===== src/rtl/toeplitz_pkg.sv =====
// toeplitz_pkg: shared state encoding, default seed geometry and seed file names for the Toeplitz seed loader.
package toeplitz_pkg;
    typedef enum logic [1:0] {IDLE, LOAD_COL, LOAD_ROW, COMMIT} seed_state_t;
    localparam int DEF_BS = 64;
    localparam int DEF_N  = 256;
    localparam int DEF_L  = 128;
    localparam string C_FILE  = "c64-hex.dat";
    localparam string RR_FILE = "rr64-hex.dat";
endpackage


===== src/rtl/seed_shadow_buf.sv =====
// seed_shadow_buf: shadow column/reversed-row word arrays with indexed writes and flattened views (word 0 in the MSBs).
module seed_shadow_buf #(
    parameter int BS  = 64,
    parameter int XSZ = 4,
    parameter int YSZ = 2,
    parameter int CW  = 3
) (
    input  logic              clk,
    input  logic              rst,
    input  logic              wr_col_i,
    input  logic              wr_row_i,
    input  logic [CW-1:0]     idx_i,
    input  logic [BS-1:0]     data_i,
    output logic [YSZ*BS-1:0] col_o,
    output logic [XSZ*BS-1:0] row_o
);
    logic [BS-1:0] c_q  [YSZ];
    logic [BS-1:0] rr_q [XSZ];

    always_ff @(posedge clk or posedge rst)
        if (rst) begin
            for (int i = 0; i < YSZ; i++) c_q[i] <= '0;
            for (int i = 0; i < XSZ; i++) rr_q[i] <= '0;
        end else begin
            for (int i = 0; i < YSZ; i++) if (wr_col_i && idx_i == CW'(i)) c_q[i] <= data_i;
            for (int i = 0; i < XSZ; i++) if (wr_row_i && idx_i == CW'(i)) rr_q[i] <= data_i;
        end

    for (genvar g = 0; g < YSZ; g++) begin : g_col
        assign col_o[(YSZ-1-g)*BS +: BS] = c_q[g];
    end
    for (genvar g = 0; g < XSZ; g++) begin : g_row
        assign row_o[(XSZ-1-g)*BS +: BS] = rr_q[g];
    end
endmodule


===== src/rtl/toeplitz_seed_loader.sv =====
// toeplitz_seed_loader: streams seed words into a shadow buffer and commits them atomically to rrow0/col0.
module toeplitz_seed_loader
    import toeplitz_pkg::*;
#(
    parameter int BS = DEF_BS,
    parameter int N  = DEF_N,
    parameter int L  = DEF_L,
    parameter logic [L-1:0] PRE_COL = '0,
    parameter logic [N-1:0] PRE_ROW = '0
) (
    input  logic          clk,
    input  logic          rst,
    input  logic          load_start,
    input  logic          abort,
    input  logic [BS-1:0] s_data,
    input  logic          s_valid,
    output logic          s_ready,
    input  logic          hold,
    output logic [N-1:0]  rrow0,
    output logic [L-1:0]  col0,
    output logic          seed_ok,
    output logic          seed_update,
    output logic          busy
);
    localparam int XSZ = N / BS;
    localparam int YSZ = L / BS;
    localparam int CW  = $clog2((XSZ > YSZ ? XSZ : YSZ) + 1);

`ifdef SEED_PRELOAD_EN
    localparam logic [L-1:0] COL_RST = PRE_COL;
    localparam logic [N-1:0] ROW_RST = PRE_ROW >> 1;
    localparam logic         OK_RST  = 1'b1;
`else
    localparam logic [L-1:0] COL_RST = '0;
    localparam logic [N-1:0] ROW_RST = '0;
    localparam logic         OK_RST  = 1'b0;
`endif

    seed_state_t   st_q, st_d;
    logic [CW-1:0] cnt_q, cnt_d;
    logic [L-1:0]  col0_q, col_flat;
    logic [N-1:0]  rrow0_q, row_flat;
    logic          ok_q, upd_q;
    logic          xfer, wr_col, wr_row, commit;

    assign s_ready     = st_q == LOAD_COL || st_q == LOAD_ROW;
    assign busy        = st_q != IDLE;
    assign xfer        = s_valid & s_ready;
    assign col0        = col0_q;
    assign rrow0       = rrow0_q;
    assign seed_ok     = ok_q;
    assign seed_update = upd_q;

    // abort takes priority over any transfer or commit on the same edge
    always_comb begin
        st_d   = st_q;
        cnt_d  = cnt_q;
        wr_col = 1'b0;
        wr_row = 1'b0;
        commit = 1'b0;
        case (st_q)
            IDLE: if (load_start) begin
                st_d  = LOAD_COL;
                cnt_d = '0;
            end
            LOAD_COL: if (abort) st_d = IDLE;
            else if (xfer) begin
                wr_col = 1'b1;
                st_d   = cnt_q == CW'(YSZ-1) ? LOAD_ROW : LOAD_COL;
                cnt_d  = cnt_q == CW'(YSZ-1) ? '0 : cnt_q + CW'(1);
            end
            LOAD_ROW: if (abort) st_d = IDLE;
            else if (xfer) begin
                wr_row = 1'b1;
                st_d   = cnt_q == CW'(XSZ-1) ? COMMIT : LOAD_ROW;
                cnt_d  = cnt_q == CW'(XSZ-1) ? '0 : cnt_q + CW'(1);
            end
            COMMIT: if (abort) st_d = IDLE;
            else if (!hold) begin
                commit = 1'b1;
                st_d   = IDLE;
            end
            default: st_d = IDLE;
        endcase
    end

    always_ff @(posedge clk or posedge rst)
        if (rst) begin
            st_q    <= IDLE;
            cnt_q   <= '0;
            col0_q  <= COL_RST;
            rrow0_q <= ROW_RST;
            ok_q    <= OK_RST;
            upd_q   <= 1'b0;
        end else begin
            st_q  <= st_d;
            cnt_q <= cnt_d;
            upd_q <= commit;
            if (commit) begin
                col0_q  <= col_flat;
                rrow0_q <= row_flat >> 1;
                ok_q    <= 1'b1;
            end
        end

    seed_shadow_buf #(.BS(BS), .XSZ(XSZ), .YSZ(YSZ), .CW(CW)) u_shadow (
        .clk      (clk),
        .rst      (rst),
        .wr_col_i (wr_col),
        .wr_row_i (wr_row),
        .idx_i    (cnt_q),
        .data_i   (s_data),
        .col_o    (col_flat),
        .row_o    (row_flat)
    );
endmodule


===== config.mk =====
export PLATFORM = sky130hd
export DESIGN_NAME = toeplitz_seed_loader
export DESIGN_NICKNAME = d
export VERILOG_FILES = /design/src/rtl/toeplitz_pkg.sv /design/src/rtl/seed_shadow_buf.sv /design/src/rtl/toeplitz_seed_loader.sv
export SDC_FILE = /design/constraint.sdc
export NUM_CORES = 1
export LEC_CHECK = 0
export BUFFER_PORTS_ARGS = -buffer_cell sky130_fd_sc_hd__buf_2
export CAP_MARGIN = 20
export CORE_UTILIZATION = 30
export DETAILED_ROUTE_END_ITERATION = 6
export PLACE_DENSITY = 0.55
export SLEW_MARGIN = 20
export SYNTH_ARGS = -nofsm -noshare
export SYNTH_HDL_FRONTEND = slang
export SYNTH_SLANG_ARGS = --single-unit

===== constraint.sdc =====
create_clock -name clk -period 37.5 [get_ports clk]
set_input_delay 3.75 -clock clk [delete_from_list [all_inputs] [get_ports clk]]
set_output_delay 3.75 -clock clk [all_outputs]
set_load 0.005 [all_outputs]

==> results.sh, run 1 <==
export IMPL_outcome="complete, no violations"
export IMPL_rows=113
export IMPL_grt_overflow_total=0
export IMPL_drive_above_1_share_pct=60.47
export IMPL_drtIter0Drc=687
export IMPL_cp_data_arrival_time_ns=7.59
export IMPL_seq_area_frac_synth_pct=66.90
export IMPL_fin_crit_ns=6.907
export IMPL_antenna_found_initial=2
export IMPL_synth_xor_area_share_pct=0
export IMPL_first_pass_iters=4
export IMPL_max_slew_worst_pin_slew_ns=0.9712
export IMPL_layout_common_cells="773 x dfrtp_1, 738 x mux2_2, 456 x buf_2"
export IMPL_hold_slack_ns=0.4821
export IMPL_start_kind="input port"
export IMPL_cts_tree="yes"
export IMPL_ant_nets=0
export IMPL_finalSetupViolations=0
export IMPL_p_leak_uw=0.01884
export IMPL_min_period_over_period_pct=18.42
export IMPL_synth_mux_area_share_pct=30.01
export IMPL_cts_buffers=86
export IMPL_clk_pin_slew_worst_paths_ns=0.06
export IMPL_grt_setup_unrepaired="no"
export IMPL_core_area_um2=95290
export IMPL_num_vias=15900
export IMPL_critPathKind="input port to async pin"
export IMPL_grt_pass1_wl_um=111800
export IMPL_synth_avg_cell_area_um2=17.12
export IMPL_drc_errors=0
export IMPL_postCtsSetupRepairBufs=0
export IMPL_wl_um=72340
export IMPL_synth_adder_area_share_pct=0.5193
export IMPL_finClkSkew_ns=0.01934
export IMPL_peakVddDrop_v=0.00004434
export IMPL_max_freq_mhz=144.8
export IMPL_yosysWarnings=0
export IMPL_grt_pass1_vias=17540
export IMPL_syn_area_um2=28910
export IMPL_grt_usage_pct=14.98
export IMPL_synth_nets=1771
export IMPL_grt_max_degree=139
export IMPL_hold_viol_final=0
export IMPL_cts_root_buffer="clkbuf_16"
export IMPL_viasPerCell=4.542
export IMPL_clkSinkCount=773
export IMPL_slew_violations=0
export IMPL_initial_utilization_pct=30.34
export IMPL_ys_types=33
export IMPL_syn_inst=1689
export IMPL_cts_buffer_depth=3
export IMPL_synth_top_family_by_area="multiplexers"
export IMPL_critPathRequiredTime_ns=38.19
export IMPL_port_buffer_count=456
export IMPL_die_w_um=312.5
export IMPL_layout_commonest_cell="dfrtp_1"
export IMPL_gp_congestion=0.7687
export IMPL_drt_wirelength_per_cell_um=20.66
export IMPL_reg2reg_slack_ns=33.62
export IMPL_powerDensity_nw_per_um2=56.63
export IMPL_areaGrowthSynthToFinish_pct=22.14
export IMPL_dp_hpwl_um=47080
export IMPL_yosys_register_bits=773
export IMPL_yosys_area_share_simple_pct=0.5020
export IMPL_relSlewSlack_pct=35.25
export IMPL_fillers=9084
export IMPL_drv_cap=0
export IMPL_fin_tns_setup_ns=0
export IMPL_synth_compound_area_share_pct=0.3245
export IMPL_clk_latency_ns=0.66
export IMPL_fin_nets=2255
export IMPL_cp_max_fo=137
export IMPL_critical_path_endpoint_type="async pin"
export IMPL_hp_class="flip-flop to flip-flop"
export IMPL_io_pins=458
export IMPL_hold_buffers=0
export IMPL_htreeDepth=3
export IMPL_die_area_um2=97630
export IMPL_cts_resized=0
export IMPL_die_h_um=312.5
==> report_power, final <==
group / total (uW) / switching (uW) / internal, uW
Combinational: 188 / 86.2 / 101
Sequential: 983 / 48.4 / 935
Clock: 829 / 337 / 493
Total: 2000 / 471 / 1530
==> logic make-up after synthesis <==
kind of cell | count (synthesis)
compound gates | 15
flops | 773
fa+ha+maj | 12
mux | 771
buf+inv | 92
simple gates | 25
other cells | 1
==> metal layers <==
metal / part of all wire, % / routed length, um / vias up / global-route usage (%)
met5: 0.032 / 23 / - / 0
met4: 3.6 / 2623 / 4 / 6.083
met3: 5.2 / 3758 / 136 / 3.802
met2: 51 / 36710 / 340 / 25.66
met1: 40 / 29220 / 8473 / 17.90
li1: - / - / 6947 / -
==> synthesized netlist by cell type (all sizes together) <==
| library cell | instances | share of area (%) |
|---|---|---|
| nand2b | 2 | 0.043 |
| mux2 | 768 | 30 |
| and3 | 2 | 0.043 |
| conb | 1 | 0.013 |
| ha | 12 | 0.52 |
| inv | 10 | 0.13 |
| or2 | 1 | 0.022 |
| nand3 | 1 | 0.017 |
| mux2i | 3 | 0.10 |
| a21oi | 3 | 0.052 |
| clkbuf | 3 | 0.039 |
| a211oi | 1 | 0.026 |
| nand2 | 9 | 0.12 |
| a31oi | 1 | 0.022 |
| nor2b | 2 | 0.043 |
| nor3 | 4 | 0.13 |
| a221o | 1 | 0.035 |
| buf | 79 | 1.6 |
| o211ai | 1 | 0.026 |
| o21a | 1 | 0.026 |
| nor3b | 1 | 0.026 |
| o21ai | 4 | 0.069 |
| o31ai | 1 | 0.026 |
| nor2 | 2 | 0.035 |
| o22ai | 2 | 0.043 |
| dfrtp | 773 | 67 |
| and3b | 1 | 0.030 |
==> final cells by class <==
class / count / area (um^2) / area share, %
Clock buffer: 126 / 2485 / 7.036
Sequential cell: 773 / 19340 / 54.77
Inverter: 10 / 45.04 / 0.1275
Multi-Input combinational cell: 824 / 9106 / 25.79
Clock inverter: 23 / 280.3 / 0.7936
Timing Repair Buffer: 478 / 2467 / 6.987
Tap cell: 1265 / 1583 / 4.482
Antenna cell: 2 / 5.005 / 0.01417
==> flip-flops by register name, indices dropped and copies added, names as in the netlist <==
register and count:
u_shadow.row_o 255, u_shadow.col_o 128, col0 128, cnt_q 3, st_q 2, seed_update 1
rrow0 255, seed_ok 1
==> metrics by stage <==
step                std cells  worst slack (ns)  cell area, um^2  power [uW]  utilization, %
floorplan                1689             12.05            28910        1114               -
global placement         3350             29.53            32540        1176           34.14
detailed placement       3350             29.32            32540        1191           34.14
CTS                      3499             30.05            35300        2034           37.05
global route             3499             29.90            35310        2092           37.05
finish                   3501             30.59            35320        2000           37.06
==> worst paths after layout <==
| path | startpoint | cells past startpoint | end |
|---|---|---|---|
| worst max-delay path | rst | 6 | col0[40] |
| max in group clk | abort | 6 | rrow0[224] |
| min in group asynchronous | rst | 2 | u_shadow.row_o[70] |
| worst min register to register | u_shadow.col_o[120] | 1 | u_shadow.col_o[120] |
| worst max register to register | st_q[0] | 6 | rrow0[224] |
| worst min-delay path | u_shadow.col_o[120] | 1 | u_shadow.col_o[120] |
==> critical path: stages <==
cell   delay (ns)
buf_2        0.13
inv_8        0.61
buf_4        0.83
buf_4        0.66
buf_4        0.73
buf_6        0.68
(Power assumes the default switching activity.)
==> run 2, diff against run 1 <==
--- a/config.mk
+++ b/config.mk
@@ -5,6 +5,7 @@
 export SDC_FILE = /design/constraint.sdc
 export NUM_CORES = 1
 export LEC_CHECK = 0
+export ABC_AREA = 1
 export BUFFER_PORTS_ARGS = -buffer_cell sky130_fd_sc_hd__buf_2
 export CAP_MARGIN = 20
 export CORE_UTILIZATION = 30
==> constraint.sdc (replaced) <==
create_clock -name clk -period 7.2 [get_ports clk]
set_input_delay 0.72 -clock clk [delete_from_list [all_inputs] [get_ports clk]]
set_output_delay 0.72 -clock clk [all_outputs]
set_load 0.005 [all_outputs]
==> run 2 against run 1 <==
  * The run now ends with DRC left
  * Clock power increased to 5.4 times the previous value
  * Area after synthesis increased by 2.0%
  * Clock-buffer cell count increased by 6
  * Worst setup slack got worse by 27 ns
  * Global-route usage increased by 1.1 points
  * Highest routed layer is now met4
==> results.sh, run 2 <==
export IMPL_synth_top_family_by_area="simple AND/OR/NAND/NOR gates"
export IMPL_yosys_register_bits=773
export IMPL_pwr_share_seq_pct=48.2
export IMPL_grt_max_degree=176
export IMPL_antenna_found_initial=0
export IMPL_synth_avg_cell_area_um2=9.776
export IMPL_core_area_um2=96990
export IMPL_swShare_pct=25.58
export IMPL_cts_resized=0
export IMPL_synth_edff_count=0
export IMPL_rows=114
export IMPL_synth_adder_area_share_pct=0.5092
export IMPL_htreeDepth=3
export IMPL_slew_violations=0
export IMPL_areaGrowthSynthToFinish_pct=19.52
export IMPL_grt_overflow_total=0
export IMPL_initial_utilization_pct=30.40
export IMPL_synth_top_area_share_pct=65.61
export IMPL_peakVddDrop_v=0.0001593
export IMPL_dp_hpwl_um=49370
export IMPL_synthFlopType="dfrtp_1"
export IMPL_n_antenna_cell=0
export IMPL_critPathMaxStageDelay_ns=0.74
export IMPL_seq_area_frac_synth_pct=65.61
export IMPL_layout_commonest_cell="nand2_1"
export IMPL_postCtsSetupRepairBufs=0
export IMPL_yosys_area_top_type="dfrtp_1"
export IMPL_grt_pass1_vias=20280
export IMPL_cts_tree="yes"
export IMPL_cp_slowest_cell="nand3_4"
export IMPL_final_core_util_pct=36.33
export IMPL_drc_errors=27
export IMPL_hold_buffers=0
export IMPL_powerDensity_nw_per_um2=301.8
export IMPL_clkPwrFrac_pct=41.9
export IMPL_switching_power_uw=2721
export IMPL_outcome="finished, violations left"
export IMPL_hold_slack_ns=0.1343
export IMPL_wl_um=80360
export IMPL_syn_area_um2=29480
export IMPL_violations="DRC"
export IMPL_synth_compound_area_share_pct=7.634
export IMPL_cts_root_buffer="clkbuf_16"
export IMPL_netlist_top_cells_count="1557 x nand2_1, 773 x dfrtp_1, 275 x o21ai_1, 85 x o21ai_2, 82 x inv_1"
export IMPL_drt_wirelength_per_cell_um=16.89
export IMPL_critPathKind="flip-flop to flip-flop"
export IMPL_yosysMostFrequentCell="nand2_1"
export IMPL_cp_max_fo=69
export IMPL_grt_setup_unrepaired="no"
export IMPL_fillers=9982
export IMPL_start_kind="flip-flop"
export IMPL_io_pins=458
export IMPL_grt_pass1_wl_um=124300
export IMPL_ff_latch_area_um2=19340
export IMPL_die_area_um2=99540
export IMPL_cp_data_arrival_time_ns=3.69
export IMPL_finClkSkew_ns=0.01978
export IMPL_ys_types=24
export IMPL_die_h_um=315.5
export IMPL_cts_buffer_depth=3
export IMPL_clk_latency_ns=0.64
export IMPL_drtIter0Drc=1516
export IMPL_critical_path_endpoint_type="flip-flop"
export IMPL_drv_cap=0
export IMPL_p_leak_uw=0.01963
export IMPL_synth_area_leaders="dfrtp_1 66%, nand2_1 20%, o21ai_1 4.7%, buf_6 2.9%, o21ai_2 2.5%"
export IMPL_crit_path_cell_trace="inv_1 > ha_1 > nand2_2 > nor2_8 > nand3_4 > buf_4 > nand2_1 > o21ai_1"
export IMPL_synth_nets=3098
export IMPL_first_pass_iters=7
export IMPL_relSlewSlack_pct=32.77
export IMPL_fin_nets=3496
export IMPL_gp_congestion=0.7578
export IMPL_ant_nets=0
export IMPL_critPathRequiredTime_ns=7.69
export IMPL_clkSinkCount=773
export IMPL_max_freq_mhz=313.1
export IMPL_worstRegToRegCells=8
export IMPL_finalSetupViolations=0
export IMPL_grt_usage_pct=16.11
export IMPL_fin_crit_ns=3.194
export IMPL_hold_viol_final=0
export IMPL_pwr_share_comb_pct=9.8
export IMPL_synth_mux_area_share_pct=0
export IMPL_fin_tns_setup_ns=0
export IMPL_die_w_um=315.5
export IMPL_drive_above_1_share_pct=20.43
export IMPL_synth_async_reset_ratio_pct=100.0
export IMPL_multiInputGateArea_um2=8514
export IMPL_yosys_area_share_simple_pct=20.57
export IMPL_yosysWarnings=0
export IMPL_max_slew_worst_pin_slew_ns=1.008
export IMPL_viasPerCell=4.403
export IMPL_layout_common_cells="1557 x nand2_1, 773 x dfrtp_1, 456 x buf_2"
export IMPL_hp_class="input port to async pin"
export IMPL_syn_inst=3016
export IMPL_synth_xor_area_share_pct=0
export IMPL_p_int_uw=7914
export IMPL_port_buffer_count=456
export IMPL_min_period_over_period_pct=44.36
export IMPL_clk_pin_slew_worst_paths_ns=0.06
export IMPL_cts_buffers=87
export IMPL_num_vias=20950
[run 2: power by group through the flow]
stage	Combinational (uW)	Clock, uW	Sequential, uW
after global routing	1220	4770	5190
after CTS	1070	4610	5130
after detailed placement	1070	0	5200
after global placement	1040	0	5200
after floorplan	716	0	5160
final	1040	4460	5130
[run 2: worst paths after layout]
kind / slack (ns) / to / start
min reg2reg: 0.45 / rrow0[92] / u_shadow.row_o[93]
max: 4.01 / u_shadow.col_o[30] / st_q[0]
max reg2reg: 4.01 / u_shadow.col_o[30] / st_q[0]
max in group asynchronous: 5.37 / rrow0[192] / rst
min in group clk: 0.45 / u_shadow.row_o[15] / s_data[15]
min: 0.13 / u_shadow.row_o[40] / rst
[run 2: metal layers]
metal	vias up	share of wire [%]	wire [um]	track usage (%)
met1	10140	48	38680	23.14
met5	-	0	0	0
met4	0	2.3	1836	4.578
li1	10210	-	-	-
met2	493	45	35860	24.59
met3	111	5.0	3986	3.201
[run 2: layout make-up]
type	count	share of cell area, %
flip-flops and latches	773	54.89
multi-input cells	1988	24.16
clock buffers	132	7.470
repair buffers	479	7.286
well taps	1276	4.530
inverters	85	0.9515
clock inverters	24	0.7101
[run 2: worst max-delay path, delay by kind of cell (launching register included)]
kind                       cells  cell delay (ns)
DFF                            1             0.42
AOI/OAI and AO/OA              1             0.08
buffers and inverters          2             0.77
and+or+nand+nor                4             1.29
adders and majority gates      1             0.41
[run 2: metrics by stage]
stage | setup slack, ns | cells | power, uW | area (um^2)
after global routing | 3.765 | 4757 | 11180 | 35240
final | 4.006 | 4757 | 10640 | 35240
after CTS | 3.950 | 4757 | 10820 | 35240
after floorplan | -4.123 | 3016 | 5875 | 29490
after detailed placement | 3.918 | 4601 | 6270 | 32360
after global placement | 3.899 | 4601 | 6240 | 32360
[run 2: cells by family after synthesis]
kind of cell    after synthesis
simple gates               1589
buf+inv                     255
other cells                   1
compound gates              386
fa+ha+maj                    12
flops                       773
==> run 3, diff against run 2 <==
--- a/config.mk
+++ b/config.mk
@@ -5,12 +5,12 @@
 export SDC_FILE = /design/constraint.sdc
 export NUM_CORES = 1
 export LEC_CHECK = 0
-export ABC_AREA = 1
+export ABC_AREA = 0
 export BUFFER_PORTS_ARGS = -buffer_cell sky130_fd_sc_hd__buf_2
 export CAP_MARGIN = 20
 export CORE_UTILIZATION = 30
 export DETAILED_ROUTE_END_ITERATION = 6
-export PLACE_DENSITY = 0.55
+export PLACE_DENSITY = 0.56
 export SLEW_MARGIN = 20
 export SYNTH_ARGS = -nofsm -noshare
 export SYNTH_HDL_FRONTEND = slang
==> constraint.sdc (replaced) <==
create_clock -name clk -period 2.6 [get_ports clk]
set_input_delay 0.26 -clock clk [delete_from_list [all_inputs] [get_ports clk]]
set_output_delay 0.26 -clock clk [all_outputs]
set_load 0.005 [all_outputs]
==> run 3 against run 2 <==
  * The run now ends clean
  * Clock skew down 0.00051 ns
  * Final cell count down 24%
  * Wire length down 9.6%
  * Critical path depth down 1
  * Combinational power rose to 2.8 times the previous value
==> results.sh, run 3 (same netlist as run 1, synthesis figures left out) <==
export IMPL_outcome="complete, no violations"
export IMPL_drtIter0Drc=738
export IMPL_grt_pass1_wl_um=112400
export IMPL_cp_slowest_cell="dfrtp_1"
export IMPL_cp_data_arrival_time_ns=2.92
export IMPL_max_freq_mhz=414.6
export IMPL_io_pins=458
export IMPL_cp_top_family="simple AND/OR/NAND/NOR gates"
export IMPL_clkSinkCount=773
export IMPL_dr_max_layer_used="met4"
export IMPL_finClkSkew_ns=0.01927
export IMPL_dpl_instance_area_um2=33120
export IMPL_hp_class="input port to flip-flop"
export IMPL_num_vias=16340
export IMPL_grt_usage_pct=14.93
export IMPL_path_buf_inv=2
export IMPL_clk_pin_slew_worst_paths_ns=0.06
export IMPL_htreeDepth=3
export IMPL_min_period_over_period_pct=92.78
export IMPL_gp_congestion=0.7676
export IMPL_initial_utilization_pct=30.34
export IMPL_critPathMaxStageDelay_ns=0.44
export IMPL_drc_errors=0
export IMPL_fin_crit_ns=2.412
export IMPL_layout_commonest_cell="dfrtp_1"
export IMPL_clk_latency_ns=0.65
export IMPL_critPathKind="flip-flop to flip-flop"
export IMPL_fin_nets=2349
export IMPL_die_h_um=312.5
export IMPL_wl_met3_um=3818
export IMPL_placed_cells=3382
export IMPL_viasPerCell=4.538
export IMPL_cts_buffers=84
export IMPL_finalWorstSetupSlack_ns=0.1878
export IMPL_ant_nets=0
export IMPL_ff_latch_area_um2=19340
export IMPL_relSlewSlack_pct=55.32
export IMPL_peakVddDrop_v=0.0004746
export IMPL_grt_overflow_total=0
export IMPL_layout_common_cells="773 x dfrtp_1, 738 x mux2_2, 456 x buf_2"
export IMPL_finalSetupViolations=0
export IMPL_grt_setup_unrepaired="no"
export IMPL_cts_tree="yes"
export IMPL_powerDensity_nw_per_um2=787.5
export IMPL_fin_area_um2=36500
export IMPL_port_buffer_count=456
export IMPL_drive_above_1_share_pct=59.75
export IMPL_grt_pass1_vias=17770
export IMPL_stdcell_count=3600
export IMPL_cts_buffer_depth=3
export IMPL_slew_violations=0
export IMPL_hold_slack_ns=0.04857
export IMPL_max_slew_worst_pin_slew_ns=0.6702
export IMPL_wl_um=72650
export IMPL_critical_path_endpoint_type="flip-flop"
export IMPL_fin_total_pwr_uw=28740
export IMPL_dr_wl_met2_um=36800
export IMPL_cp_max_fo=35
export IMPL_dp_hpwl_um=48910
export IMPL_core_area_um2=95290
export IMPL_drv_cap=0
export IMPL_areaGrowthSynthToFinish_pct=26.24
export IMPL_rows=113
export IMPL_die_area_um2=97630
export IMPL_multiInputGateArea_um2=9119
export IMPL_place_ws_ns=0.1020
export IMPL_start_kind="flip-flop"
export IMPL_crit_path_cell_trace="inv_1 > ha_1 > and3b_1 > nand2_1 > nor3_4 > buf_12 > mux2_2"
export IMPL_first_pass_iters=4
export IMPL_hold_viol_final=0
export IMPL_drt_wirelength_per_cell_um=20.18
export IMPL_die_w_um=312.5
export IMPL_fillers=8995
export IMPL_wl_met1_um=29850
export IMPL_p_leak_uw=0.01936
export IMPL_cts_root_buffer="clkbuf_16"
export IMPL_antenna_found_initial=1
export IMPL_critPathRequiredTime_ns=3.11
export IMPL_grt_max_degree=122
## run 3: cell types whose count changed in the layout (fill, tap and decap cells not counted), sizes merged, moves of 32 or more
cell	before	now
inv	86	12
buf	479	511
mux2	0	768
nand2	1559	10
dlygate4sd3	0	62
o21ai	385	4
## run 3: worst paths after layout
| kind | startpoint | end | slack (ns) | cells past startpoint |
|---|---|---|---|---|
| worst max-delay path | st_q[1] | u_shadow.col_o[91] | 0.19 | 7 |
| worst min-delay path | s_data[22] | u_shadow.col_o[86] | 0.05 | 2 |
| worst max register to register | st_q[1] | u_shadow.col_o[91] | 0.19 | 7 |
| worst min register to register | seed_ok | seed_ok | 0.47 | 1 |
| max in group asynchronous | rst | col0[8] | 1.37 | 5 |
| min in group asynchronous | rst | u_shadow.row_o[234] | 0.34 | 4 |
## run 3: power breakdown
part / internal (uW) / switching (uW) / total, uW
Combinational: 1580 / 1300 / 2880
Clock: 6850 / 4840 / 11700
Sequential: 13500 / 703 / 14200
Total: 21900 / 6840 / 28700
## run 3: through the flow
stage / setup TNS (ns) / util (%)
after floorplan: -6387.35 / -
after global routing: 0 / 38.30
after CTS: 0 / 38.28
after global placement: 0 / 34.76
final: 0 / 38.30
after detailed placement: 0 / 34.76
## run 3: final cells by class
| cell class | count | share of cell area [%] |
|---|---|---|
| repair buffers | 573 | 10.08 |
| clock buffers | 119 | 6.678 |
| multi-input cells | 825 | 24.98 |
| flip-flops and latches | 773 | 53.00 |
| inverters | 10 | 0.1131 |
| well taps | 1265 | 4.336 |
| diodes | 2 | 0.01371 |
| clock inverters | 33 | 0.8021 |
## run 3: repair_timing
action / 4_1_cts / 5_1_grt
hold endpoints to repair: 555 / 0
setup endpoints to repair: 0 / 36
gates resized for setup: 0 / 1
buffers inserted: 0 / 1
hold buffers: 62 / 0
## run 3: layer usage
layer | track usage (%) | up-vias
met1 | 18.13 | 8706
met5 | 0 | -
li1 | - | 7165
met4 | 6.072 | 0
met2 | 25.40 | 353
met3 | 3.563 | 114
## run 3: worst register-to-register path, stage by stage (launching register included)
cell,delay (ns)
dfrtp_1,0.44
inv_1,0.09
ha_1,0.41
and3b_1,0.23
nand2_1,0.14
nor3_4,0.25
buf_12,0.25
mux2_2,0.47
